## config.mk

```make
export PLATFORM = sky130hd
export DESIGN_NAME = switch_allocator
export DESIGN_NICKNAME = d
export VERILOG_FILES = /design/src/rtl/noc_params.sv /design/src/rtl/switch_allocator_rr_arbiter.sv /design/src/rtl/switch_allocator.sv
export SDC_FILE = /design/constraint.sdc
export NUM_CORES = 1
export LEC_CHECK = 0
export ABC_AREA = 1
export CORE_MARGIN = 2
export CORE_UTILIZATION = 62
export CTS_BUF_LIST = sky130_fd_sc_hd__clkbuf_4 sky130_fd_sc_hd__clkbuf_8
export DETAILED_ROUTE_END_ITERATION = 8
export GPL_TIMING_DRIVEN = 0
export PLACE_DENSITY = 0.89
export SYNTH_ARGS = -nofsm -noshare
export SYNTH_HDL_FRONTEND = slang
export SYNTH_SLANG_ARGS = --single-unit
export TNS_END_PERCENT = 5
```

## constraint.sdc

```tcl
create_clock -name clk -period 3.44 [get_ports clk]
set_input_delay 0.344 -clock clk [delete_from_list [all_inputs] [get_ports clk]]
set_output_delay 0.344 -clock clk [all_outputs]
set_load 0.02 [all_outputs]
```

## src/rtl/noc_params.sv

```systemverilog
`default_nettype none
// ---------------------------------------------------------------------------
// noc_params : shared router port type, direction indices and lock states.
// Revision   : 1.0
// ---------------------------------------------------------------------------
package noc_params;

  localparam int PORT_NUM = 5;
  localparam int PORT_W   = $clog2(PORT_NUM);

  typedef logic [PORT_W-1:0] port_t;

  localparam port_t LOCAL = port_t'(0);
  localparam port_t NORTH = port_t'(1);
  localparam port_t SOUTH = port_t'(2);
  localparam port_t EAST  = port_t'(3);
  localparam port_t WEST  = port_t'(4);

  typedef enum logic [0:0] {
    LOCK_IDLE   = 1'b0,
    LOCK_LOCKED = 1'b1
  } lock_state_t;

  // Round-robin successor of p among n ports.
  function automatic port_t port_inc(input port_t p, input int n);
    return (int'(p) >= n - 1) ? '0 : p + port_t'(1);
  endfunction

endpackage
`default_nettype wire

```

## src/rtl/switch_allocator_rr_arbiter.sv

```systemverilog
`default_nettype none
// ---------------------------------------------------------------------------
// rr_arbiter : combinational round-robin pick of the first request at or
//              after ptr_i, wrapping; one-hot grant plus encoded index.
// Revision   : 1.0
// ---------------------------------------------------------------------------
module rr_arbiter
  import noc_params::*;
#(
  parameter int N = 5
) (
  input  logic [N-1:0] req_i,
  input  port_t        ptr_i,
  output logic [N-1:0] gnt_o,
  output port_t        idx_o,
  output logic         valid_o
);

  always_comb begin
    gnt_o   = '0;
    idx_o   = '0;
    valid_o = 1'b0;
    for (int i = 0; i < N; i++) begin
      int c;
      c = int'(ptr_i) + i;
      if (c >= N) c = c - N;
      if (!valid_o && req_i[port_t'(c)]) begin
        valid_o              = 1'b1;
        gnt_o[port_t'(c)]    = 1'b1;
        idx_o                = port_t'(c);
      end
    end
  end

endmodule
`default_nettype wire

```

## src/rtl/switch_allocator.sv

```systemverilog
`default_nettype none
// ---------------------------------------------------------------------------
// switch_allocator : per-output round-robin switch allocation with optional
//                    wormhole packet locking (macro SA_PACKET_LOCK_EN).
// Revision         : 1.0
// ---------------------------------------------------------------------------
module switch_allocator
  import noc_params::*;
#(
  parameter int PORT_NUM = noc_params::PORT_NUM
) (
  input  logic                 clk,
  input  logic                 rst,
  input  logic  [PORT_NUM-1:0] switch_request_i,
  input  port_t [PORT_NUM-1:0] out_port_i,
  input  logic  [PORT_NUM-1:0] is_head_i,
  input  logic  [PORT_NUM-1:0] is_tail_i,
  input  logic  [PORT_NUM-1:0] on_off_i,
  output logic  [PORT_NUM-1:0] valid_sel_o,
  output port_t [PORT_NUM-1:0] xb_sel_o,
  output logic  [PORT_NUM-1:0] xb_valid_o
);

  logic [PORT_NUM-1:0][PORT_NUM-1:0] gnt_mat;

`ifndef SA_PACKET_LOCK_EN
  logic unused_flit_type;
  assign unused_flit_type = ^{is_head_i, is_tail_i};
`endif

  for (genvar o = 0; o < PORT_NUM; o++) begin : g_out
    localparam port_t OUT_ID = port_t'(o);

    logic [PORT_NUM-1:0] req_vec, elig_vec, arb_gnt, gnt;
    port_t               arb_idx, gnt_idx, rr_q, rr_d, xb_q, xb_d;
    logic                arb_valid, gnt_valid;

    always_comb begin
      req_vec = '0;
      for (int p = 0; p < PORT_NUM; p++)
        req_vec[p] = switch_request_i[p] && (out_port_i[p] == OUT_ID);
    end

`ifdef SA_PACKET_LOCK_EN
    lock_state_t lock_q, lock_d;
    port_t       owner_q, owner_d;
    // Only head flits may open a packet on an idle output.
    assign elig_vec = (lock_q == LOCK_IDLE) ? (req_vec & is_head_i) : '0;
`else
    assign elig_vec = req_vec;
`endif

    rr_arbiter #(.N(PORT_NUM)) u_arb (
      .req_i   (elig_vec),
      .ptr_i   (rr_q),
      .gnt_o   (arb_gnt),
      .idx_o   (arb_idx),
      .valid_o (arb_valid)
    );

    always_comb begin
      gnt       = '0;
      gnt_idx   = '0;
      gnt_valid = 1'b0;
      rr_d      = rr_q;
`ifdef SA_PACKET_LOCK_EN
      lock_d    = lock_q;
      owner_d   = owner_q;
      if (!rst && on_off_i[o]) begin
        if (lock_q == LOCK_LOCKED) begin
          if (req_vec[owner_q]) begin
            gnt_valid    = 1'b1;
            gnt_idx      = owner_q;
            gnt[owner_q] = 1'b1;
            if (is_tail_i[owner_q]) lock_d = LOCK_IDLE;
          end
        end else if (arb_valid) begin
          gnt_valid = 1'b1;
          gnt_idx   = arb_idx;
          gnt       = arb_gnt;
          rr_d      = port_inc(arb_idx, PORT_NUM);
          if (!is_tail_i[arb_idx]) begin
            lock_d  = LOCK_LOCKED;
            owner_d = arb_idx;
          end
        end
      end
`else
      if (!rst && on_off_i[o] && arb_valid) begin
        gnt_valid = 1'b1;
        gnt_idx   = arb_idx;
        gnt       = arb_gnt;
        rr_d      = port_inc(arb_idx, PORT_NUM);
      end
`endif
      xb_d = gnt_valid ? gnt_idx : xb_q;
    end

    always_ff @(posedge clk or posedge rst) begin
      if (rst) begin
        rr_q    <= '0;
        xb_q    <= '0;
`ifdef SA_PACKET_LOCK_EN
        lock_q  <= LOCK_IDLE;
        owner_q <= '0;
`endif
      end else begin
        rr_q    <= rr_d;
        xb_q    <= xb_d;
`ifdef SA_PACKET_LOCK_EN
        lock_q  <= lock_d;
        owner_q <= owner_d;
`endif
      end
    end

    assign gnt_mat[o]    = gnt;
    assign xb_valid_o[o] = gnt_valid;
    assign xb_sel_o[o]   = gnt_valid ? gnt_idx : xb_q;
  end

  // Each input targets a single output, so the OR never merges two grants.
  always_comb begin
    valid_sel_o = '0;
    for (int o = 0; o < PORT_NUM; o++) valid_sel_o = valid_sel_o | gnt_mat[o];
  end

endmodule
`default_nettype wire

```

Word-level counts from Yosys, hierarchy flattened

Cells that the tools add are included.

Register bits after elaboration: 30
Input bits: 37
Output and inout bits: 25
Word-level logic and storage cells: 515

$add $sub $neg: 50
$lt $le $gt $ge: 80
Equality and inequality tests: 20
Muxes and demuxes: 225
Bitwise logic cells: 24
Reduce and logical (&&, ||, !) cells: 106

Operators with widths:

| cell                                                                          | number |
|---|---|
| 3-bit 2-to-1 mux                                                              | 65 |
| 5-bit 2-to-1 mux                                                              | 30 |
| 5-bit bitwise OR                                                              | 24 |
| 3-bit by 4-bit less-than comparator with 1-bit output (second input constant) | 25 |
| 4-bit by 3-bit >= comparator with 1-bit output (second input constant)        | 20 |
| 1-bit logical AND                                                             | 80 |
| 1-bit 2-to-1 mux                                                              | 80 |
| 1-bit binary-select mux with 3-bit select                                     | 25 |
| 1-bit demux with 3-bit select                                                 | 25 |
| 3-bit by 1-bit >= comparator with 1-bit output (second input constant)        | 25 |
| 3-bit subtractor (second input constant)                                      | 25 |
| 3-bit by 2-bit adder with 4-bit output (second input constant)                | 10 |
| 3-bit by 2-bit == test with 1-bit output (second input constant)              | 10 |
| 3-bit >= comparator (second input constant)                                   | 10 |
| 1-bit zero test                                                               | 21 |
| 3-bit by 1-bit adder with 4-bit output (second input constant)                | 5 |
| 3-bit by 3-bit adder with 4-bit output (second input constant)                | 5 |
| 3-bit by 1-bit adder with 3-bit output (second input constant)                | 5 |
| 3-bit by 1-bit == test with 1-bit output (second input constant)              | 5 |
| 3-bit == test (second input constant)                                         | 5 |
| 3-bit zero test                                                               | 5 |

Depth between registers and ports, before layout

Word-level depth: 23
Mapped depth: 23
Gate-level depth less buffers: 22

By module

A second synthesis with hierarchy kept.

Cell total of the unflattened synthesis: 1425
Area total of the unflattened synthesis: 8085.3 µm²

By module, submodules not included:

| module                          | times used | cells an instance | area an instance (µm²) | seq. area each (µm²) |
|---|---|---|---|---|
| rr_arbiter (g_out[0].u_arb ...) | 4          | 232               | 1234.9                 | 0.0 |
| switch_allocator                | 1          | 260               | 1854.3                 | 750.7 |
| rr_arbiter (g_out[4].u_arb)     | 1          | 237               | 1291.2                 | 0.0 |

Worst setup path after synthesis

No wires, ideal clock.

Path kind: reg-to-output
Start point: reg g_out[0].rr_q[0]
End point: out xb_sel_o[1] (netlist name)
Data arrival time: 3.092 ns
Data required time: 3.096 ns
Setup slack: 0.004 ns
Stages on the path, launching flop included: 20
Buffers on the path: 2
Cell sequence: dfrtp_1 buf_4 inv_1 ha_1 inv_1 fa_1 inv_1 nand2_1 nand2_1 o21ai_0 nor2_1 nand3b_1 nand3_1 nand3_1 nor2_2 o21ai_2 nand3_2 inv_2 buf_6 a31oi_1

RTL lines:

| item                   | line                    | text |
|---|---|---|
| from (decl)            | switch_allocator.sv:35  | `port_t arb_idx, gnt_idx, rr_q, rr_d, xb_q, xb_d;` |
| from (signal assigned) | switch_allocator.sv:108 | `rr_q <= rr_d;` |
| to (decl)              | switch_allocator.sv:20  | `output port_t [PORT_NUM-1:0] xb_sel_o,` |

Final worst setup path

Start point: reg g_out[2].rr_q[0]
End point: out valid_sel_o[0]

Cells in the longest elaborated chain, start to end: 22
Elaborated cells on any way between the ends: 81
Classes of those cells: 9 x add/sub; 15 x order compare; 36 x mux; 7 x bitwise; 14 x reduce/logical

RTL lines:

| item                                                                                            | line                    | text |
|---|---|---|
| from (decl)                                                                                     | switch_allocator.sv:35  |  |
| from (signal assigned)                                                                          | switch_allocator.sv:108 |  |
| parallel branches: the longest is 18 deep, another holds 3-bit by 1-bit adder with 4-bit output | --                      |  |
| 5-bit 2-to-1 mux (*)                                                                            | switch_allocator.sv:89  | `if (!rst && on_off_i[o] && arb_valid) begin` |
| 5-bit bitwise OR (*) (3 in series)                                                              | switch_allocator.sv:125 | `for (int o = 0; o < PORT_NUM; o++) valid_sel_o = valid_sel_o \| gnt_mat[o];` |
| to (decl)                                                                                       | switch_allocator.sv:19  | `output logic [PORT_NUM-1:0] valid_sel_o,` |

Mark *: on every way between the ends. The select of a mux whose other input is x is not followed.

==> impl_metrics.ini <==
[run_status]
status = complete, but fails checks
violations = design-rule violations, negative setup slack

[synth]
synthTopCellsByArea = nand2_1 (21%), nand3_1 (14%), dfrtp_1 (10%)
synth_top_cell_area_share_pct = 20.9
synth-edff-count = 0
yosysWarnings = 0
yosysTopAreaCell = nand2_1
syn_avg_cell_area_um2 = 5.52
ys_ff_latch = 30
synth_cell_types = 45
async_reset_ff_share_pct = 100
synth-seq-area-share_pct = 10.1
synthCells = 1353
syn_area_um2 = 7470
syn_nets = 1446
synth-main-ff-cell = dfrtp_1

[floorplan]
fp.dieW_um = 114
die-area_um2 = 12900
pin_count = 62
coreArea_um2 = 11900
die_h_um = 114
initial_core_util_pct = 63.0
num_rows = 40

[grt]
grt_remaining_overflow = 0
grt_pass1_wl_um = 40200
grt_max_degree = 34
grt_pass1_vias = 8644
grt_usage_pct = 37.7
antenna_found_initial = 0

[placement]
portBuffers = 51
gp_congestion = 0.982
dpl-instance-area_um2 = 8160
hpwl_um = 17500

[routing]
detailroute.via_count = 10200
drt_wl_total_um = 27700
drt-wirelength-per-cell_um = 16.9
viasPerCell = 6.20
drc = 1
drt_iter0_drc = 1734
drt-pass1-iter-count = 9
drtAntennaViolNets = 0

[layout]
antenna_cells = 0
fillers = 775
layout.nets = 1585
stdcell_area_um2 = 9800
areaGrowthSynthToFinish_pct = 31.2
layout_commonest_cell = nand2_1
drive_gt1_share_pct = 28.9
layout_common_cells = nand2_1 (374), nand3_1 (188), inv_1 (133)

[sta]
fin_ws_ps = -481
hold_viol_final = 0
worstMarginPinSlew_ps = 910
period_minus_slack_ps = 3920
fmax_mhz = 255
finalCritPeriodShare_pct = 114
finalSetupTns_ps = -5480
maxSlewViolCount = 0
relSlewSlack_pct = 38.8
rsz0062_at_grt = yes
setup_violations = 25
finClkSkew_ps = 11.3

[setup_path]
crit_type = reg -> out
worstPathArrival_ps = 3580
crit_path_end_kind = output pin
required_ps = 3100
critPathMaxFanout = 4
startpoint_type = flip-flop

[clocking]
cts_tree = built
cts_sinks = 30
cts_inserted_buffers = 5
clkSlewWorstSetupHoldPaths_ps = 80
insertion_delay_ps = 300
cts.htree.levels = 2
clock_path_buffers = 2
cts_root_buffer = clkbuf_8

[flow_run]
max-cap-violations = 0

[worst_hold_path]
min_path_type = reg -> reg
## routing by layer
metal	GRT usage (%)	share of wire, %	vias to the layer above
met1	50.3	38	4568
met2	62.1	45	773
met3	5.42	12	175
met4	14.5	4.7	0
met5	0	0	-
li1	-	-	4658
## state kept, by name, indices dropped and copies added, names as in the netlist
register / flops
g_out.rr_q: 15
g_out.xb_q: 15
## worst max-delay path, cell delays in order (launching register included)
cell	delay, ps
dfrtp_1	410
buf_6	130
clkinvlp_4	110
ha_4	150
inv_4	40
fa_2	440
a21oi_4	170
nand2_1	110
nand2_2	140
nand3_1	220
nand2_2	180
nand2_1	80
nor2_2	130
nand3_2	130
inv_2	120
nand3_1	80
and2_0	170
nand3_2	110
nand2_4	50
nand2_2	70
inv_2	30
nand2_2	80
buf_6	120
## final cells by class
class                   count  area (µm²)  share of cell area, %
plain buffers              17         178                   1.81
clock buffers               5        68.8                  0.702
clock inverters             3        40.0                  0.408
inverters                 186         761                   7.76
multi-input cells        1119        6710                   68.5
flip-flops and latches     30         761                   7.76
well taps                 147         184                   1.88
repair buffers            133        1100                   11.2
## Yosys cell counts, drive strengths merged, types with 5 or more instances
master,n
a21oi,25
and2,6
buf,18
dfrtp,30
fa,5
ha,51
inv,183
nand2,443
nand3,226
nand3b,7
nand4,35
nor2,183
nor3,20
o211ai,6
o21ai,80
xnor2,5
xor2,10
## final timing paths
| path | from | end | slack, ps | cells after the start |
|---|---|---|---|---|
| setup / recovery | g_out[2].rr_q[0]$_DFFE_PP0P_ | valid_sel_o[0] | -480 | 22 |
| hold reg to reg | g_out[4].xb_q[2]$_DFF_PP0_ | g_out[4].xb_q[2]$_DFF_PP0_ | 490 | 2 |
| hold / removal | g_out[4].xb_q[2]$_DFF_PP0_ | g_out[4].xb_q[2]$_DFF_PP0_ | 490 | 2 |
| setup reg to reg | g_out[2].rr_q[0]$_DFFE_PP0P_ | g_out[2].rr_q[2]$_DFFE_PP0P_ | -20 | 20 |
| min in group asynchronous | rst | g_out[0].xb_q[1]$_DFF_PP0_ | 790 | 2 |
| max in group asynchronous | rst | g_out[1].rr_q[2]$_DFFE_PP0P_ | 2070 | 2 |
## per-stage QoR
step           utilization (%)  cells  hold WS (ps)  setup slack, ps
2_1_floorplan                -   1353           498             3.55
3_3_place_gp              68.8   1551           449             -969
3_5_place_dp              68.8   1551           455             -990
4_1_cts                   78.8   1620           469             -102
5_1_grt                   82.6   1640           503             -597
6_report                  82.6   1640           487             -481
## what timing repair did
item / in CTS / in global routing
gates cloned: 0 / 1
pin swaps: 54 / 42
endpoints found under the setup margin: 35 / 30
buffers inserted: 62 / 20
gates resized for setup: 313 / 88
endpoints found under the hold margin: 0 / 0
hold buffers: 0 / 0
## cell families after synthesis
kind of cell / Yosys count / synth area share, %
buf+inv: 204 / 11.5
fa+ha+maj: 56 / 9.88
compound gates: 123 / 9.48
flops: 30 / 10.1
simple gates: 925 / 56.6
xor+xnor: 15 / 2.46
Power is not shown: default switching activity piles up to over one toggle a cycle in this logic, so the estimate is an artifact.
